### config.mk
export PLATFORM = sky130hd
export DESIGN_NAME = hazard_ctrl_unit
export DESIGN_NICKNAME = d
export VERILOG_FILES = /design/src/rtl/hazard_pkg.sv /design/src/rtl/hazard_perf_counter.sv /design/src/rtl/hazard_ctrl_unit.sv
export SDC_FILE = /design/constraint.sdc
export NUM_CORES = 1
export LEC_CHECK = 0
export BUFFER_PORTS_ARGS = -buffer_cell sky130_fd_sc_hd__buf_2
export CORE_UTILIZATION = 40
export CTS_CLUSTER_SIZE = 30
export DETAILED_ROUTE_END_ITERATION = 8
export PLACE_DENSITY = 0.85
export SLEW_MARGIN = 30
export SYNTH_ARGS = -nofsm -noshare
export SYNTH_HDL_FRONTEND = slang
export SYNTH_SLANG_ARGS = --single-unit
### constraint.sdc
create_clock -name clk_i -period 3.52 [get_ports clk_i]
set_input_delay 0.704 -clock clk_i [delete_from_list [all_inputs] [get_ports clk_i]]
set_output_delay 0.704 -clock clk_i [all_outputs]
set_load 0.02 [all_outputs]
### src/rtl/hazard_pkg.sv
// Shared definitions for the hazard control unit: FSM encoding and widths.
package hazard_pkg;

  typedef enum logic {
    IDLE  = 1'b0,
    LWAIT = 1'b1
  } state_t;

  // Register 0 is hard-wired to zero and never creates a dependency.
  localparam int unsigned REG_ZERO = 0;

  // Wait counter width; covers LOAD_LAT up to 15.
  localparam int WCNT_W = 4;

endpackage

### src/rtl/hazard_perf_counter.sv
// Saturating event counter used for stall accounting.
module hazard_perf_counter #(
  parameter int CNT_W = 32
) (
  input  logic             clk_i,
  input  logic             rst_n_i,
  input  logic             en_i,
  output logic [CNT_W-1:0] cnt_o
);

  always_ff @(posedge clk_i or negedge rst_n_i) begin
    if (!rst_n_i)
      cnt_o <= '0;
    else if (en_i && (cnt_o != '1))
      cnt_o <= cnt_o + 1'b1;
  end

endmodule

### src/rtl/hazard_ctrl_unit.sv
// Pipeline hazard control beside ID: load-use, mul/div interlock, branch squash.
// Define HAZARD_PERF_EN to build the stall performance counter.
module hazard_ctrl_unit
  import hazard_pkg::*;
#(
  parameter int R_AW     = 5,
  parameter int LOAD_LAT = 1,
  parameter int CNT_W    = 32
) (
  input  logic             clk_i,
  input  logic             rst_n_i,
  input  logic [R_AW-1:0]  ID_rs_i,
  input  logic [R_AW-1:0]  ID_rt_i,
  input  logic             ID_rs_used_i,
  input  logic             ID_rt_used_i,
  input  logic             ID_mdu_use_i,
  input  logic [R_AW-1:0]  EX_rt_i,
  input  logic             EX_mem_read_i,
  input  logic             mdu_busy_i,
  input  logic             EX_branch_taken_i,
  output logic             pc_keep_o,
  output logic             IF_ID_keep_o,
  output logic             IF_ID_flush_o,
  output logic             ID_EX_zero_o,
  output logic [CNT_W-1:0] stall_cnt_o
);

  localparam logic [WCNT_W-1:0] LAT_M1 = WCNT_W'(LOAD_LAT - 1);
  localparam bit                MULTI  = (LOAD_LAT > 1);

  state_t            state, state_nxt;
  logic [WCNT_W-1:0] wcnt, wcnt_nxt;
  logic              load_hz, mdu_hz;

  assign load_hz = EX_mem_read_i && (EX_rt_i != R_AW'(REG_ZERO)) &&
                   ((ID_rs_used_i && (ID_rs_i == EX_rt_i)) ||
                    (ID_rt_used_i && (ID_rt_i == EX_rt_i)));
  assign mdu_hz  = ID_mdu_use_i && mdu_busy_i;

  always_ff @(posedge clk_i or negedge rst_n_i) begin
    if (!rst_n_i) begin
      state <= IDLE;
      wcnt  <= '0;
    end else begin
      state <= state_nxt;
      wcnt  <= wcnt_nxt;
    end
  end

  always_comb begin
    state_nxt     = state;
    wcnt_nxt      = wcnt;
    pc_keep_o     = 1'b0;
    IF_ID_keep_o  = 1'b0;
    IF_ID_flush_o = 1'b0;
    ID_EX_zero_o  = 1'b0;
    if (EX_branch_taken_i) begin
      // Let the PC take the target; whatever sits in ID is wrong-path.
      IF_ID_flush_o = 1'b1;
      ID_EX_zero_o  = 1'b1;
      state_nxt     = IDLE;
      wcnt_nxt      = '0;
    end else if (state == LWAIT) begin
      pc_keep_o    = 1'b1;
      IF_ID_keep_o = 1'b1;
      ID_EX_zero_o = 1'b1;
      if (wcnt == WCNT_W'(1)) begin
        state_nxt = IDLE;
        wcnt_nxt  = '0;
      end else begin
        wcnt_nxt  = wcnt - 1'b1;
      end
    end else if (load_hz) begin
      pc_keep_o    = 1'b1;
      IF_ID_keep_o = 1'b1;
      ID_EX_zero_o = 1'b1;
      if (MULTI) begin
        state_nxt = LWAIT;
        wcnt_nxt  = LAT_M1;
      end
    end else if (mdu_hz) begin
      pc_keep_o    = 1'b1;
      IF_ID_keep_o = 1'b1;
      ID_EX_zero_o = 1'b1;
    end
  end

`ifdef HAZARD_PERF_EN
  hazard_perf_counter #(.CNT_W(CNT_W)) u_perf (
    .clk_i   (clk_i),
    .rst_n_i (rst_n_i),
    .en_i    (pc_keep_o),
    .cnt_o   (stall_cnt_o)
  );
`else
  assign stall_cnt_o = '0;
`endif

endmodule

After elaboration in Yosys (flattened, before gate mapping)
Index checks and enable logic that the tools add are counted.
{"block": "classes", "n_reduce_logical": 8, "add_sub_neg": 1, "muxes": 12, "n_eq_ne": 3}
{"operator": "2-to-1 mux 4 bit", "count": 3}
{"operator": "equality test 5 bit", "count": 2}
{"operator": "2-to-1 mux 1 bit", "count": 9}
{"operator": "logical AND 1 bit", "count": 5}
{"operator": "nonzero test 5 bit", "count": 1}
{"operator": "equality test 4 x 1 -> 1 bit (second input constant)", "count": 1}
{"operator": "subtractor 4 x 1 -> 4 bit (second input constant)", "count": 1}
{"operator": "nonzero test 2 bit", "count": 1}
{"operator": "logical OR 1 bit", "count": 1}
{"block": "totals", "reg_bits": 5, "out_inout_bits": 36, "input_bits": 23, "elab_cells": 26}

Longest topological paths before layout
{"block": "depth", "depth_word": 7, "ltp_mapped": 6, "ltp_nobuf": 6}

Least setup slack after synthesis
Ideal clock, no wire load.
{"block": "synth_timing", "kind": "input -> output", "start": "input EX_rt_i[1]", "end": "output pc_keep_o", "required_time_ns": 2.816, "arrival_ns": 1.784, "n_path_buf": 1, "path_stages": 5, "path_slack_ns": 1.032, "cell_sequence": "or4_1 o21ai_2 or2b_2 o22ai_2 buf_4"}
{"block": "synth_via", "elab_chain_cells": 7, "word_cells_on_any_way": 11, "cone_classes": "eq/ne: 2; mux: 3; reduce/logical: 6"}
{"item": "start, declared", "line_no": "hazard_ctrl_unit.sv:17", "text": "input logic [R_AW-1:0] EX_rt_i,"}
{"item": "equality test 5 bit (on tied branches)", "line_no": "hazard_ctrl_unit.sv:36, hazard_ctrl_unit.sv:37"}
{"item": "logical AND 1 bit (on tied branches)", "line_no": "hazard_ctrl_unit.sv:36, hazard_ctrl_unit.sv:37"}
{"item": "logical OR 1 bit", "line_no": "hazard_ctrl_unit.sv:36", "text": "((ID_rs_used_i && (ID_rs_i == EX_rt_i)) ||"}
{"item": "logical AND 1 bit *", "line_no": "hazard_ctrl_unit.sv:35", "text": "assign load_hz = EX_mem_read_i && (EX_rt_i != R_AW'(REG_ZERO)) &&"}
{"item": "2-to-1 mux 1 bit * (3 in series)"}
{"item": "end, declared", "line_no": "hazard_ctrl_unit.sv:21", "text": "output logic pc_keep_o,"}
Mark *: on every way between the ends. The rest lies on a longest branch, timed or not.

Worst setup path in the final report
{"block": "layout_timing", "start": "input EX_rt_i[1]", "end": "output pc_keep_o"}
{"block": "layout_via", "elab_chain_cells": 7, "word_cells_on_any_way": 11, "cone_classes": "eq/ne: 2; mux: 3; reduce/logical: 6"}
{"item": "equality test 5 bit (on tied branches)", "line_no": "hazard_ctrl_unit.sv:36, hazard_ctrl_unit.sv:37"}
{"item": "logical AND 1 bit (on tied branches)", "line_no": "hazard_ctrl_unit.sv:36, hazard_ctrl_unit.sv:37"}
{"item": "logical OR 1 bit", "line_no": "hazard_ctrl_unit.sv:36"}
{"item": "logical AND 1 bit *", "line_no": "hazard_ctrl_unit.sv:35"}
{"item": "2-to-1 mux 1 bit *", "line_no": "hazard_ctrl_unit.sv:73", "text": "end else if (load_hz) begin"}
{"item": "2-to-1 mux 1 bit *", "line_no": "hazard_ctrl_unit.sv:63", "text": "end else if (state == LWAIT) begin"}
{"item": "2-to-1 mux 1 bit *", "line_no": "hazard_ctrl_unit.sv:57", "text": "if (EX_branch_taken_i) begin"}
Marked as above.

==> run_results.csv <==
group,metric,value,unit
cts,cts_tree,"done",
power_and_ir_drop,power.leakage,0.381,nW
layout,area_delta_synth_final,5.07,%
timing,period_share,72.7,%
cts,cts_sinks,5,
power_and_ir_drop,p_switching,0.0000744,W
timing,setup_tns,0,ns
die,coreArea,1520,um2
drt,drt-vias-per-instance,4.13,
logic_synthesis,postSynthCellCount,81,
placed_design,gp_congestion,0.737,
drt,wl,1020,um
worst_setup_path,path_class,"in -> out",
logic_synthesis,synth_edf_count,0,
grt,grt_pass1_vias,432,
drt,vias,508,
logic_synthesis,ys_ff_latch,5,
flow_run,max_cap_viol_count,0,
timing,fmax,391,MHz
worst_setup_path,critPathCaptureType,"output port",
timing,fin_skew,0.00343,ns
layout,drive_gt1_share,29.9,%
timing,drv_slew,0,
die,die_area,1830,um2
layout,n_antenna_cell,0,
worst_hold_path,hp-class,"in -> async",
drt,postRouteAntennaNets,0,
drt,drt_pass1_iterations,2,
power_and_ir_drop,seq_power_share,29.7,%
layout,final_common_cell,"conb_1",
logic_synthesis,syn_avg_cell_area,8.23,um2
die,die_h,42.8,um
power_and_ir_drop,p_total,0.000194,W
worst_setup_path,start_kind,"primary input",
cts,cts_setup_buffers,0,
run_status,outcome,"finished clean",
timing,setup_viol,0,
grt,grt_max_degree,8,
worst_setup_path,arrival,1.85,ns
logic_synthesis,yosysUniqueCellTypes,23,
drt,drc,0,
layout,final_cell_mix,"32 x conb_1, 26 x buf_2, 8 x xor2_1",
logic_synthesis,syn_area,667,um2
cts,cts_buffers,3,
grt,overflow,0,
cts,root_buffer,"clkbuf_4",
cts,htree_levels,1,
die,row_count,14,
power_and_ir_drop,p_int,0.000120,W
cts,postCtsHoldBufs,0,
power_and_ir_drop,ir_drop,0.000147,V
layout,nets,133,
timing,rsz0062_at_grt,"false",
power_and_ir_drop,p_per_area,277,nW/um2
worst_setup_path,crit_required,2.82,ns
grt,grt.total_usage,12.2,%
drt,wire_per_inst,8.31,um
grt,antenna_found_initial,0,
placed_design,portBuffers,26,
grt,grt_first_pass_wirelength,1610,um
cts,cts-resized-gates,0,
logic_synthesis,ys.flop_type,"dfrtp_1",
die,initial_utilization,43.8,%
logic_synthesis,ys_warn_count,0,
cts,clk_pin_slew,0.05,ns
logic_synthesis,ys_seq_area_share,18.8,%
die,ios,59,
power_and_ir_drop,power.share.clock,35.4,%
drt,drtIter0Drc,2,
cts,clock_latency,0.25,ns
power_and_ir_drop,comb_power_share,34.8,%
worst_setup_path,crit_path_max_fanout,3,
timing,timing_hold_violations_final,0,
power_and_ir_drop,switching_share,38.4,%
logic_synthesis,async_reset_ff_share,100,%
die,fp.dieW,42.8,um
placed_design,hpwl,911,um
timing,post-route-min-period,2.56,ns
cts,clockBufferDepth,2,
cells by family after synthesis:
group / after synthesis / share of synthesized area (%)
buffers and inverters: 39 / 41.1
other: 1 / 0.562
adders and majority gates: 2 / 3.75
and+or+nand+nor: 12 / 9.38
DFF: 5 / 18.8
xor gates and xnor gates: 11 / 14.4
AOI/OAI and AO/OA: 11 / 12.0
critical path: stages:
cell	delay, ns
buf_2	0.12
or4_1	0.54
o21ai_2	0.14
or2b_2	0.12
o22ai_2	0.06
buf_2	0.17
registers in the layout (all words and copies together), names as in the netlist:
name   cells
state      1
wcnt       4
worst paths after layout:
kind	cells after the start	endpoint	slack [ns]	from
max	6	pc_keep_o	0.96	EX_rt_i[1]
min	1	wcnt[1]	0.26	rst_n_i
max reg2reg	6	wcnt[3]	2.29	wcnt[1]
min reg2reg	1	wcnt[2]	0.53	wcnt[2]
max in group asynchronous	1	wcnt[3]	3.13	rst_n_i
min in group clk_i	1	wcnt[2]	0.53	wcnt[2]
final cells by class:
class	instances	area [um2]
tap	16	20.0
multi-input combinational	68	384
sequential	5	125
timing repair buffer	26	130
inverter	4	15.0
fill	154	823
clock buffer	4	26.3
layer usage:
metal  wire length, um  track usage [%]  up-vias
li1                  -                -      250
met3                90             7.66        2
met2               568             22.1       35
met4                 4             3.75        0
met5                 0                0        -
met1               359             11.0      221
synthesized netlist by cell type (2+ instances only):
master / instances / area, um2
nand2_1: 4 / 15.0
inv_1: 4 / 15.0
xor2_1: 8 / 70.1
nor4_1: 2 / 12.5
ha_1: 2 / 25.0
dfrtp_1: 5 / 125
nor2_1: 2 / 7.51
a21oi_1: 3 / 15.0
buf_4: 34 / 255
o21ai_0: 2 / 10.0
xnor2_1: 3 / 26.3
stage by stage:
| stage | setup slack (ns) | cells | hold WS, ns | util [%] | cell area [um2] |
|---|---|---|---|---|---|
| 2_1_floorplan | 1.03 | 112 | 0.408 | - | 783 |
| 3_3_place_gp | 0.963 | 119 | 0.482 | 44.3 | 674 |
| 3_5_place_dp | 0.957 | 119 | 0.521 | 44.3 | 674 |
| 4_1_cts | 0.957 | 123 | 0.258 | 46.0 | 701 |
| 5_1_grt | 0.915 | 123 | 0.246 | 46.0 | 701 |
| 6_report | 0.962 | 123 | 0.257 | 46.0 | 701 |
power by group through the flow:
stage | registers (W) | clock network, W | logic [W]
after floorplan | 0.0000585 | 0 | 0.0000754
after global placement | 0.0000585 | 0 | 0.0000665
after detailed placement | 0.0000585 | 0 | 0.0000674
after CTS | 0.0000577 | 0.0000712 | 0.0000676
after global routing | 0.0000575 | 0.0000783 | 0.0000739
final | 0.0000577 | 0.0000687 | 0.0000676
(Power assumes the default switching activity.)
